$ cat src/rtl/mac_arbiter_if.sv
// Requester-side port bundle for the shared MAC: one instance per filter engine.
// Handshake: a term transfers on a rising edge where req & gnt; the requester holds
// req, a, b, first and last stable until gnt, and may drop req before gnt with no effect.
interface mac_arbiter_if #(
    parameter int DW = 16,
    parameter int AW = 40
) ();
    logic          req;
    logic [DW-1:0] a;
    logic [DW-1:0] b;
    logic          first;
    logic          last;
    logic          gnt;
    logic [AW-1:0] acc;
    logic          acc_valid;
    logic          err;

    modport master (
        output req, a, b, first, last,
        input  gnt, acc, acc_valid, err
    );

    modport slave (
        input  req, a, b, first, last,
        output gnt, acc, acc_valid, err
    );
endinterface

$ cat src/rtl/mac_arbiter.sv
// Shares one signed DWxDW multiplier and accumulate path between the halfband and FIR
// engines: round-robin grant, multiply stage, accumulate stage, one accumulator per requester.
module mac_arbiter #(
    parameter int DW = 16,
    parameter int AW = 40
) (
    input  logic            clk,
    input  logic            reset_n,
    mac_arbiter_if.slave    hb,
    mac_arbiter_if.slave    fir,
    output logic            busy,
    output logic            dbg_last_grant
);

    localparam logic [0:0] TAG_HB  = 1'b0;
    localparam logic [0:0] TAG_FIR = 1'b1;

    // Arbitration state: the requester that won the most recent transfer.
    logic [0:0] last_grant;

    logic hb_win;
    logic fir_win;
    logic xfer;

    logic [DW-1:0]          a_sel;
    logic [DW-1:0]          b_sel;
    logic signed [2*DW-1:0] a_ext;
    logic signed [2*DW-1:0] b_ext;
    logic signed [2*DW-1:0] prod;

    // Stage 1 registers
    logic                   v1;
    logic [0:0]             tag1;
    logic                   first1;
    logic                   last1;
    logic signed [2*DW-1:0] p1;

    // Per-requester accumulation state
    logic [AW-1:0] acc_hb;
    logic [AW-1:0] acc_fir;
    logic          in_seq_hb;
    logic          in_seq_fir;

    // Stage 2 datapath
    logic [AW-1:0] s_ext;
    logic [AW-1:0] acc_cur;
    logic [AW-1:0] acc_new;
    logic          in_seq_cur;
    logic          in_seq_next;
    logic          proto_err;

    always_comb begin
        hb_win  = hb.req  & (~fir.req | (last_grant == TAG_FIR));
        fir_win = fir.req & (~hb.req  | (last_grant == TAG_HB));
        xfer    = hb_win | fir_win;
    end

    assign hb.gnt         = hb_win;
    assign fir.gnt        = fir_win;
    assign dbg_last_grant = last_grant;

    always_comb begin
        a_sel = fir_win ? fir.a : hb.a;
        b_sel = fir_win ? fir.b : hb.b;
        a_ext = {{DW{a_sel[DW-1]}}, a_sel};
        b_ext = {{DW{b_sel[DW-1]}}, b_sel};
        prod  = a_ext * b_ext;
    end

    always_ff @(posedge clk or negedge reset_n) begin
        if (!reset_n) begin
            last_grant <= TAG_FIR;
            v1         <= 1'b0;
            tag1       <= TAG_HB;
            first1     <= 1'b0;
            last1      <= 1'b0;
            p1         <= '0;
        end else begin
            v1 <= xfer;
            if (xfer) begin
                p1         <= prod;
                tag1       <= fir_win ? TAG_FIR : TAG_HB;
                first1     <= fir_win ? fir.first : hb.first;
                last1      <= fir_win ? fir.last  : hb.last;
                last_grant <= fir_win ? TAG_FIR : TAG_HB;
            end
        end
    end

    // A term with first restarts from its own product even mid-sequence; a term
    // without first outside a sequence accumulates onto whatever was left behind.
    always_comb begin
        s_ext       = {{(AW-2*DW){p1[2*DW-1]}}, p1};
        acc_cur     = (tag1 == TAG_FIR) ? acc_fir : acc_hb;
        in_seq_cur  = (tag1 == TAG_FIR) ? in_seq_fir : in_seq_hb;
        acc_new     = first1 ? s_ext : (acc_cur + s_ext);
        proto_err   = first1 ? in_seq_cur : ~in_seq_cur;
        in_seq_next = last1 ? 1'b0 : (first1 ? 1'b1 : in_seq_cur);
    end

    always_ff @(posedge clk or negedge reset_n) begin
        if (!reset_n) begin
            acc_hb        <= '0;
            acc_fir       <= '0;
            in_seq_hb     <= 1'b0;
            in_seq_fir    <= 1'b0;
            hb.acc        <= '0;
            hb.acc_valid  <= 1'b0;
            hb.err        <= 1'b0;
            fir.acc       <= '0;
            fir.acc_valid <= 1'b0;
            fir.err       <= 1'b0;
        end else begin
            hb.acc_valid  <= 1'b0;
            fir.acc_valid <= 1'b0;
            if (v1) begin
                if (tag1 == TAG_FIR) begin
                    acc_fir    <= acc_new;
                    in_seq_fir <= in_seq_next;
                    if (proto_err) begin
                        fir.err <= 1'b1;
                    end
                    if (last1) begin
                        fir.acc       <= acc_new;
                        fir.acc_valid <= 1'b1;
                    end
                end else begin
                    acc_hb    <= acc_new;
                    in_seq_hb <= in_seq_next;
                    if (proto_err) begin
                        hb.err <= 1'b1;
                    end
                    if (last1) begin
                        hb.acc       <= acc_new;
                        hb.acc_valid <= 1'b1;
                    end
                end
            end
        end
    end

    // The accumulate write always lands on the edge after v1, so v1 alone marks it pending.
    assign busy = hb.req | fir.req | v1;

endmodule

$ cat src/flat_wrapper.sv
// flat-port wrapper written by rule: the top's interface ports become plain ports
module mac_arbiter_flat 
#(
    parameter int DW = 16,
    parameter int AW = 40
)
  (clk, reset_n, busy, dbg_last_grant, hb_req, hb_a, hb_b, hb_first, hb_last, hb_gnt, hb_acc, hb_acc_valid, hb_err, fir_req, fir_a, fir_b, fir_first, fir_last, fir_gnt, fir_acc, fir_acc_valid, fir_err);
  mac_arbiter_if #(.DW(DW), .AW(AW)) hb_i ();
  mac_arbiter_if #(.DW(DW), .AW(AW)) fir_i ();
  input  logic clk;
  input  logic reset_n;
  output logic busy;
  output logic dbg_last_grant;
  input wire logic [$bits(hb_i.req)-1:0] hb_req;
  input wire logic [$bits(hb_i.a)-1:0] hb_a;
  input wire logic [$bits(hb_i.b)-1:0] hb_b;
  input wire logic [$bits(hb_i.first)-1:0] hb_first;
  input wire logic [$bits(hb_i.last)-1:0] hb_last;
  output wire logic [$bits(hb_i.gnt)-1:0] hb_gnt;
  output wire logic [$bits(hb_i.acc)-1:0] hb_acc;
  output wire logic [$bits(hb_i.acc_valid)-1:0] hb_acc_valid;
  output wire logic [$bits(hb_i.err)-1:0] hb_err;
  input wire logic [$bits(fir_i.req)-1:0] fir_req;
  input wire logic [$bits(fir_i.a)-1:0] fir_a;
  input wire logic [$bits(fir_i.b)-1:0] fir_b;
  input wire logic [$bits(fir_i.first)-1:0] fir_first;
  input wire logic [$bits(fir_i.last)-1:0] fir_last;
  output wire logic [$bits(fir_i.gnt)-1:0] fir_gnt;
  output wire logic [$bits(fir_i.acc)-1:0] fir_acc;
  output wire logic [$bits(fir_i.acc_valid)-1:0] fir_acc_valid;
  output wire logic [$bits(fir_i.err)-1:0] fir_err;
  assign hb_i.req = hb_req;
  assign hb_i.a = hb_a;
  assign hb_i.b = hb_b;
  assign hb_i.first = hb_first;
  assign hb_i.last = hb_last;
  assign hb_gnt = hb_i.gnt;
  assign hb_acc = hb_i.acc;
  assign hb_acc_valid = hb_i.acc_valid;
  assign hb_err = hb_i.err;
  assign fir_i.req = fir_req;
  assign fir_i.a = fir_a;
  assign fir_i.b = fir_b;
  assign fir_i.first = fir_first;
  assign fir_i.last = fir_last;
  assign fir_gnt = fir_i.gnt;
  assign fir_acc = fir_i.acc;
  assign fir_acc_valid = fir_i.acc_valid;
  assign fir_err = fir_i.err;
  mac_arbiter #(.DW(DW), .AW(AW)) u_core (.clk(clk), .reset_n(reset_n), .hb(hb_i), .fir(fir_i), .busy(busy), .dbg_last_grant(dbg_last_grant));
endmodule
$ cat config.mk
export PLATFORM = sky130hd
export DESIGN_NAME = mac_arbiter_flat
export DESIGN_NICKNAME = d
export VERILOG_FILES = /design/src/rtl/mac_arbiter_if.sv /design/src/rtl/mac_arbiter.sv /design/src/flat_wrapper.sv
export SDC_FILE = /design/constraint.sdc
export NUM_CORES = 1
export LEC_CHECK = 0
export ABC_AREA = 1
export CAP_MARGIN = 25
export CORE_ASPECT_RATIO = 1.1
export CORE_MARGIN = 2
export CORE_UTILIZATION = 60
export DETAILED_ROUTE_END_ITERATION = 8
export DONT_BUFFER_PORTS = 1
export GPL_ROUTABILITY_DRIVEN = 0
export GPL_TIMING_DRIVEN = 0
export PLACE_DENSITY = 0.85
export SYNTH_ARGS = -nofsm -noshare
export SYNTH_HDL_FRONTEND = slang
export SYNTH_SLANG_ARGS = --single-unit
$ cat constraint.sdc
create_clock -name clk -period 5.7 [get_ports clk]
set_input_delay 1.14 -clock clk [delete_from_list [all_inputs] [get_ports clk]]
set_output_delay 1.14 -clock clk [all_outputs]
set_load 0.02 [all_outputs]
==> impl_metrics.prom, run 1 <==
# TYPE chip_impl_metric gauge
chip_impl_metric{name="post_synth_num_cell_types",unit=""} 45
chip_impl_metric{name="avgSynthCellArea",unit="sq um"} 7.429
chip_impl_metric{name="synth_top_area_share",unit="%"} 23.66
chip_impl_metric{name="std_cell_rows",unit=""} 73
chip_impl_metric{name="cts.sink_count",unit=""} 203
chip_impl_info{name="worst_setup_endpoint_after_the_global_route_repair_timing",value="u_core.p1[20]$_DFFE_PN0P_/D"} 1
chip_impl_metric{name="grt_remaining_overflow",unit=""} 9
chip_impl_metric{name="io_buffer_count",unit=""} 0
chip_impl_info{name="cts_root_buf",value="sky130_fd_sc_hd__clkbuf_16"} 1
chip_impl_info{name="status",value="aborted with a tool error"} 1
chip_impl_metric{name="synth-seq-area-share",unit="%"} 22.84
chip_impl_metric{name="cts_buffers",unit=""} 18
chip_impl_metric{name="netlist_area",unit="sq mm"} 0.02225
chip_impl_info{name="synth_top_flop_cell",value="sky130_fd_sc_hd__dfrtp_1"} 1
chip_impl_metric{name="asyncSetResetFlopFracSynth",unit="%"} 100.0
chip_impl_info{name="synth_area_leader_cell",value="sky130_fd_sc_hd__fa_1"} 1
chip_impl_metric{name="floorplan.initialDensity",unit="%"} 61.21
chip_impl_metric{name="cells_after_synth",unit=""} 2995
chip_impl_metric{name="die_w",unit="um"} 187.6
chip_impl_metric{name="detailedPlacementHpwl",unit="mm"} 53.21
chip_impl_metric{name="fp.dieH",unit="um"} 206.0
chip_impl_metric{name="grt_max_degree",unit=""} 204
chip_impl_metric{name="synth_warnings",unit=""} 0
chip_impl_metric{name="cts_max_path_buffers",unit=""} 3
chip_impl_info{name="error_line",value="[ERROR GRT-0232] Routing congestion too high. Check the congestion heatmap in the GUI."} 1
chip_impl_metric{name="synth-edff-count",unit=""} 0
chip_impl_info{name="outcome.stop_stage",value="global routing (5_1_grt)"} 1
chip_impl_metric{name="h-tree-depth",unit=""} 1
chip_impl_info{name="worst_path_end_type",value="sequential cell input"} 1
chip_impl_info{name="synth_area_leaders",value="sky130_fd_sc_hd__fa_1, sky130_fd_sc_hd__dfrtp_1, sky130_fd_sc_hd__nand2_1"} 1
chip_impl_metric{name="postSynthNetCount",unit=""} 3452
chip_impl_metric{name="num_io_pins",unit=""} 160
chip_impl_info{name="synth.most_common_cell",value="sky130_fd_sc_hd__nand2_1"} 1
chip_impl_metric{name="grt_use_total",unit="%"} 57.38
chip_impl_metric{name="synth.ff_latch_count",unit=""} 203
chip_impl_info{name="synth.top_cells.by_count",value="sky130_fd_sc_hd__nand2_1, sky130_fd_sc_hd__inv_1, sky130_fd_sc_hd__fa_1"} 1
-- routing by layer --
layer / GRT overflow / track usage, %
met5: 0 / 16.15
met1: 0 / 56.40
met4: 5 / 56.13
met3: 1 / 40.62
met2: 3 / 76.42
-- stage by stage --
stage	cells	worst slack [ns]	setup TNS, ns	area [sq um]
after floorplan	2995	-0.8143	-11.68	22920
after global placement	3482	-1.552	-29.62	23530
after detailed placement	3482	-1.675	-33.12	23530
after CTS	3620	-0.6917	-11.19	25940
-- kinds of logic after synthesis --
group | synth area share (%)
AO/OA/AOI/OAI | 6.658
XOR/XNOR | 1.102
adder cells (fa/ha/maj) | 30.52
buffers and inverters | 10.44
flip-flops | 22.84
multiplexers | 0.04499
AND/OR/NAND/NOR | 28.40
-- timing repair --
| item | in CTS |
|---|---|
| endpoints found under the setup margin | 24 |
| buffers inserted | 108 |
| resized for setup | 282 |
| pin swaps | 115 |
| hold buffers | 0 |
| gates cloned | 1 |
==> inputs of run 2 (changes only) <==
--- a/config.mk
+++ b/config.mk
@@ -7,14 +7,13 @@
 export LEC_CHECK = 0
 export ABC_AREA = 1
 export CAP_MARGIN = 25
-export CORE_ASPECT_RATIO = 1.1
 export CORE_MARGIN = 2
-export CORE_UTILIZATION = 60
+export CORE_UTILIZATION = 40
 export DETAILED_ROUTE_END_ITERATION = 8
 export DONT_BUFFER_PORTS = 1
 export GPL_ROUTABILITY_DRIVEN = 0
 export GPL_TIMING_DRIVEN = 0
-export PLACE_DENSITY = 0.85
+export PLACE_DENSITY_LB_ADDON = 0.15
 export SYNTH_ARGS = -nofsm -noshare
 export SYNTH_HDL_FRONTEND = slang
 export SYNTH_SLANG_ARGS = --single-unit
==> constraint.sdc (replaced) <==
create_clock -name clk -period 7.4 [get_ports clk]
set_input_delay 1.48 -clock clk [delete_from_list [all_inputs] [get_ports clk]]
set_output_delay 1.48 -clock clk [all_outputs]
set_load 0.02 [all_outputs]
==> run 2 against run 1 <==
- synthesized area stayed put
- synthesized cell count unchanged
- the flow now finishes without violations
==> impl_metrics.prom, run 2 <==
# TYPE chip_impl_metric gauge
chip_impl_metric{name="netlist_area",unit="sq mm"} 0.02225
chip_impl_metric{name="cp.required",unit="ns"} 7.83
chip_impl_metric{name="drtAntennaViolNets",unit=""} 0
chip_impl_metric{name="fp.dieArea",unit="sq mm"} 0.05753
chip_impl_metric{name="h-tree-depth",unit=""} 1
chip_impl_info{name="grt_setup_unrepaired",value="yes"} 1
chip_impl_metric{name="drt_first_iter_violations",unit=""} 1309
chip_impl_info{name="setup.worst_path.end",value="u_core.p1[31]"} 1
chip_impl_info{name="cts_tree",value="built"} 1
chip_impl_metric{name="report.final.hold_viol_count",unit=""} 0
chip_impl_info{name="critical_path.top_delay_family",value="adder cells"} 1
chip_impl_metric{name="route.vias.total",unit=""} 19271
chip_impl_metric{name="worst_pin_slew",unit="ns"} 0.8616
chip_impl_info{name="status",value="complete, no violations"} 1
chip_impl_info{name="synth_top_flop_cell",value="sky130_fd_sc_hd__dfrtp_1"} 1
chip_impl_metric{name="die_w",unit="um"} 239.9
chip_impl_metric{name="final_core_util",unit="%"} 44.70
chip_impl_info{name="cts_root_buf",value="sky130_fd_sc_hd__clkbuf_16"} 1
chip_impl_metric{name="synth_warnings",unit=""} 0
chip_impl_metric{name="crit_cells",unit=""} 28
chip_impl_metric{name="timing.clock.skew",unit="ns"} 0.01546
chip_impl_metric{name="cp_data_arrival_time",unit="ns"} 7.69
chip_impl_metric{name="timing.reg2reg.worst_path_depth",unit=""} 28
chip_impl_info{name="synth_area_leaders",value="sky130_fd_sc_hd__fa_1, sky130_fd_sc_hd__dfrtp_1, sky130_fd_sc_hd__nand2_1"} 1
chip_impl_metric{name="grt_pass1_vias",unit=""} 19803
chip_impl_metric{name="synth-edff-count",unit=""} 0
chip_impl_metric{name="max_freq",unit="MHz"} 137.7
chip_impl_metric{name="regToRegSetupSlack",unit="ns"} 0.41
chip_impl_metric{name="grt_max_degree",unit=""} 204
chip_impl_metric{name="synth_top_area_share",unit="%"} 23.66
chip_impl_info{name="start_kind",value="input pin"} 1
chip_impl_metric{name="finalCriticalPeriod",unit="ns"} 7.260
chip_impl_metric{name="clk_latency",unit="ns"} 0.54
chip_impl_metric{name="avgSynthCellArea",unit="sq um"} 7.429
chip_impl_metric{name="viasPerCell",unit=""} 5.063
chip_impl_metric{name="fin_tns_setup",unit="ns"} 0
chip_impl_metric{name="cts_max_path_buffers",unit=""} 3
chip_impl_metric{name="cts.sink_count",unit=""} 203
chip_impl_metric{name="num_io_pins",unit=""} 160
chip_impl_metric{name="cts_buffers",unit=""} 22
chip_impl_metric{name="io_buffer_count",unit=""} 0
chip_impl_info{name="timing.critical_path.from",value="hb_req"} 1
chip_impl_metric{name="antenna-diode-count",unit=""} 0
chip_impl_info{name="timing.critical_path.mode_cell",value="sky130_fd_sc_hd__nand2_1"} 1
chip_impl_info{name="mostFrequentLayoutCells",value="sky130_fd_sc_hd__nand2_1, sky130_fd_sc_hd__inv_1, sky130_fd_sc_hd__fa_1"} 1
chip_impl_info{name="synth.most_common_cell",value="sky130_fd_sc_hd__nand2_1"} 1
chip_impl_metric{name="timing.critical_path.slowest_cell_delay",unit="ns"} 0.53
chip_impl_metric{name="routed_wirelength",unit="mm"} 70.44
chip_impl_metric{name="core_area",unit="sq mm"} 0.05509
chip_impl_metric{name="floorplan.initialDensity",unit="%"} 40.39
chip_impl_metric{name="grt_use_total",unit="%"} 24.95
chip_impl_metric{name="layout-drive-gt1-share",unit="%"} 10.66
chip_impl_info{name="synth.top_cells.by_count",value="sky130_fd_sc_hd__nand2_1, sky130_fd_sc_hd__inv_1, sky130_fd_sc_hd__fa_1"} 1
chip_impl_metric{name="firstDrtPassIters",unit=""} 5
chip_impl_metric{name="global_route_wire_length_before_repair",unit="mm"} 110.8
chip_impl_metric{name="area.growth.synth_to_final",unit="%"} 10.67
chip_impl_metric{name="path_max_fanout",unit=""} 6
chip_impl_info{name="regToRegStartpoint",value="u_core.dbg_last_grant"} 1
chip_impl_metric{name="post_cts_clock_slew_at_the_launch_and_capture_registers_of_the_worst_setup_and_hold_paths",unit="ns"} 0.06
chip_impl_info{name="crit-reg2reg-capture",value="u_core.p1[31]"} 1
chip_impl_info{name="synth_area_leader_cell",value="sky130_fd_sc_hd__fa_1"} 1
chip_impl_metric{name="std_cell_rows",unit=""} 86
chip_impl_metric{name="synth.ff_latch_count",unit=""} 203
chip_impl_metric{name="grt_remaining_overflow",unit=""} 0
chip_impl_info{name="crit_path_end_kind",value="flop"} 1
chip_impl_metric{name="synth-seq-area-share",unit="%"} 22.84
chip_impl_metric{name="postSynthNetCount",unit=""} 3452
chip_impl_metric{name="detailedPlacementHpwl",unit="mm"} 58.20
chip_impl_metric{name="holdBufCountCts",unit=""} 0
chip_impl_metric{name="final_min_period_over_clock_period",unit="%"} 98.11
chip_impl_info{name="setup.worst_path.class",value="in2reg"} 1
chip_impl_info{name="slowest_library_cell_on_the_worst_path",value="sky130_fd_sc_hd__fa_1"} 1
chip_impl_metric{name="cells_after_synth",unit=""} 2995
chip_impl_metric{name="post_synth_num_cell_types",unit=""} 45
chip_impl_metric{name="asyncSetResetFlopFracSynth",unit="%"} 100.0
chip_impl_metric{name="number_of_buffers_and_inverters_on_the_critical_path",unit=""} 7
chip_impl_metric{name="nNetsFinal",unit=""} 3499
chip_impl_info{name="min-delay-path-class",value="reg2reg"} 1
chip_impl_metric{name="max-cap-violations",unit=""} 0
chip_impl_metric{name="grt_antenna_before_repair",unit=""} 0
chip_impl_metric{name="relSlewSlack",unit="%"} 42.56
chip_impl_info{name="layout_commonest_cell",value="sky130_fd_sc_hd__nand2_1"} 1
chip_impl_metric{name="detail_routed_net_length_per_standard_cell",unit="um"} 18.51
chip_impl_metric{name="number_of_setup_violations_in_the_final_report",unit=""} 0
chip_impl_metric{name="fin_hold_ws",unit="ns"} 0.4665
chip_impl_metric{name="drc",unit=""} 0
chip_impl_metric{name="report.final.slew_viol_count",unit=""} 0
chip_impl_metric{name="fp.dieH",unit="um"} 239.9
[run 2: cell counts after synthesis]
Identical to the previous run, type by type.
[run 2: metal layers]
layer	up-vias	wire (um)	track usage, %
met4	0	2497	8.169
met5	-	0	0
met3	120	3618	2.377
met2	628	34140	43.76
met1	9382	30180	32.36
li1	9141	-	-
[run 2: through the flow]
step	worst slack, ns	area, sq um	std cells
floorplan	0.1182	22250	2995
finish	0.1397	24620	3806
CTS	0.001744	24140	3789
detailed placement	-1.137	23190	3743
global placement	-1.108	23190	3743
global route	-0.09905	24620	3806
[run 2: logic make-up (layout without fill, tap and decap cells)]
group | Yosys count | in the layout | share of synthesized area [%]
AND/OR/NAND/NOR | 1521 | 1521 | 28.40
multiplexers | 1 | 1 | 0.04499
XOR/XNOR | 28 | 28 | 1.102
AO/OA/AOI/OAI | 255 | 255 | 6.658
flip-flops | 203 | 203 | 22.84
adder cells (fa/ha/maj) | 385 | 385 | 30.52
buffers and inverters | 602 | 665 | 10.44
[run 2: final cells by class]
type / count / area (sq um)
Buffer: 78 / 414.1
Clock inverter: 10 / 145.1
Timing Repair Buffer: 24 / 192.7
Sequential cell: 203 / 5081
Fill cell: 5653 / 30470
Tap cell: 748 / 935.9
Multi-Input combinational cell: 2190 / 15230
Inverter: 523 / 1984
Clock buffer: 30 / 640.6
[run 2: how the worst min path moves through the flow]
| stage | slack (ns) | endpoint | start | depth (start not counted) |
|---|---|---|---|---|
| after global placement | 0.45 | u_core.in_seq_hb | u_core.in_seq_hb | 2 |
| after floorplan | 0.44 | u_core.in_seq_hb | u_core.in_seq_hb | 2 |
| after global routing | 0.49 | u_core.in_seq_hb | u_core.in_seq_hb | 2 |
| after detailed placement | 0.46 | u_core.in_seq_hb | u_core.in_seq_hb | 2 |
| final | 0.47 | u_core.in_seq_hb | u_core.in_seq_hb | 2 |
| after CTS | 0.47 | u_core.in_seq_hb | u_core.in_seq_hb | 2 |
[run 2: repair_timing]
action                                  CTS  global route
resized for setup                        38           105
endpoints found under the setup margin   18            20
pin swaps                                 2            11
setup buffers                             6            18
[run 2: worst register-to-register path, delay by kind of cell, from the launching register on]
family | cells | cell delay (ns)
buffers and inverters | 7 | 1.05
and+or+nand+nor | 12 | 1.62
AOI/OAI and AO/OA | 2 | 0.35
adders and majority gates | 7 | 3.24
DFF | 1 | 0.62
Power of run 2 is left out: the tool's default activity adds up to more than one toggle a clock period on the data nets, which glitch-free logic cannot reach.
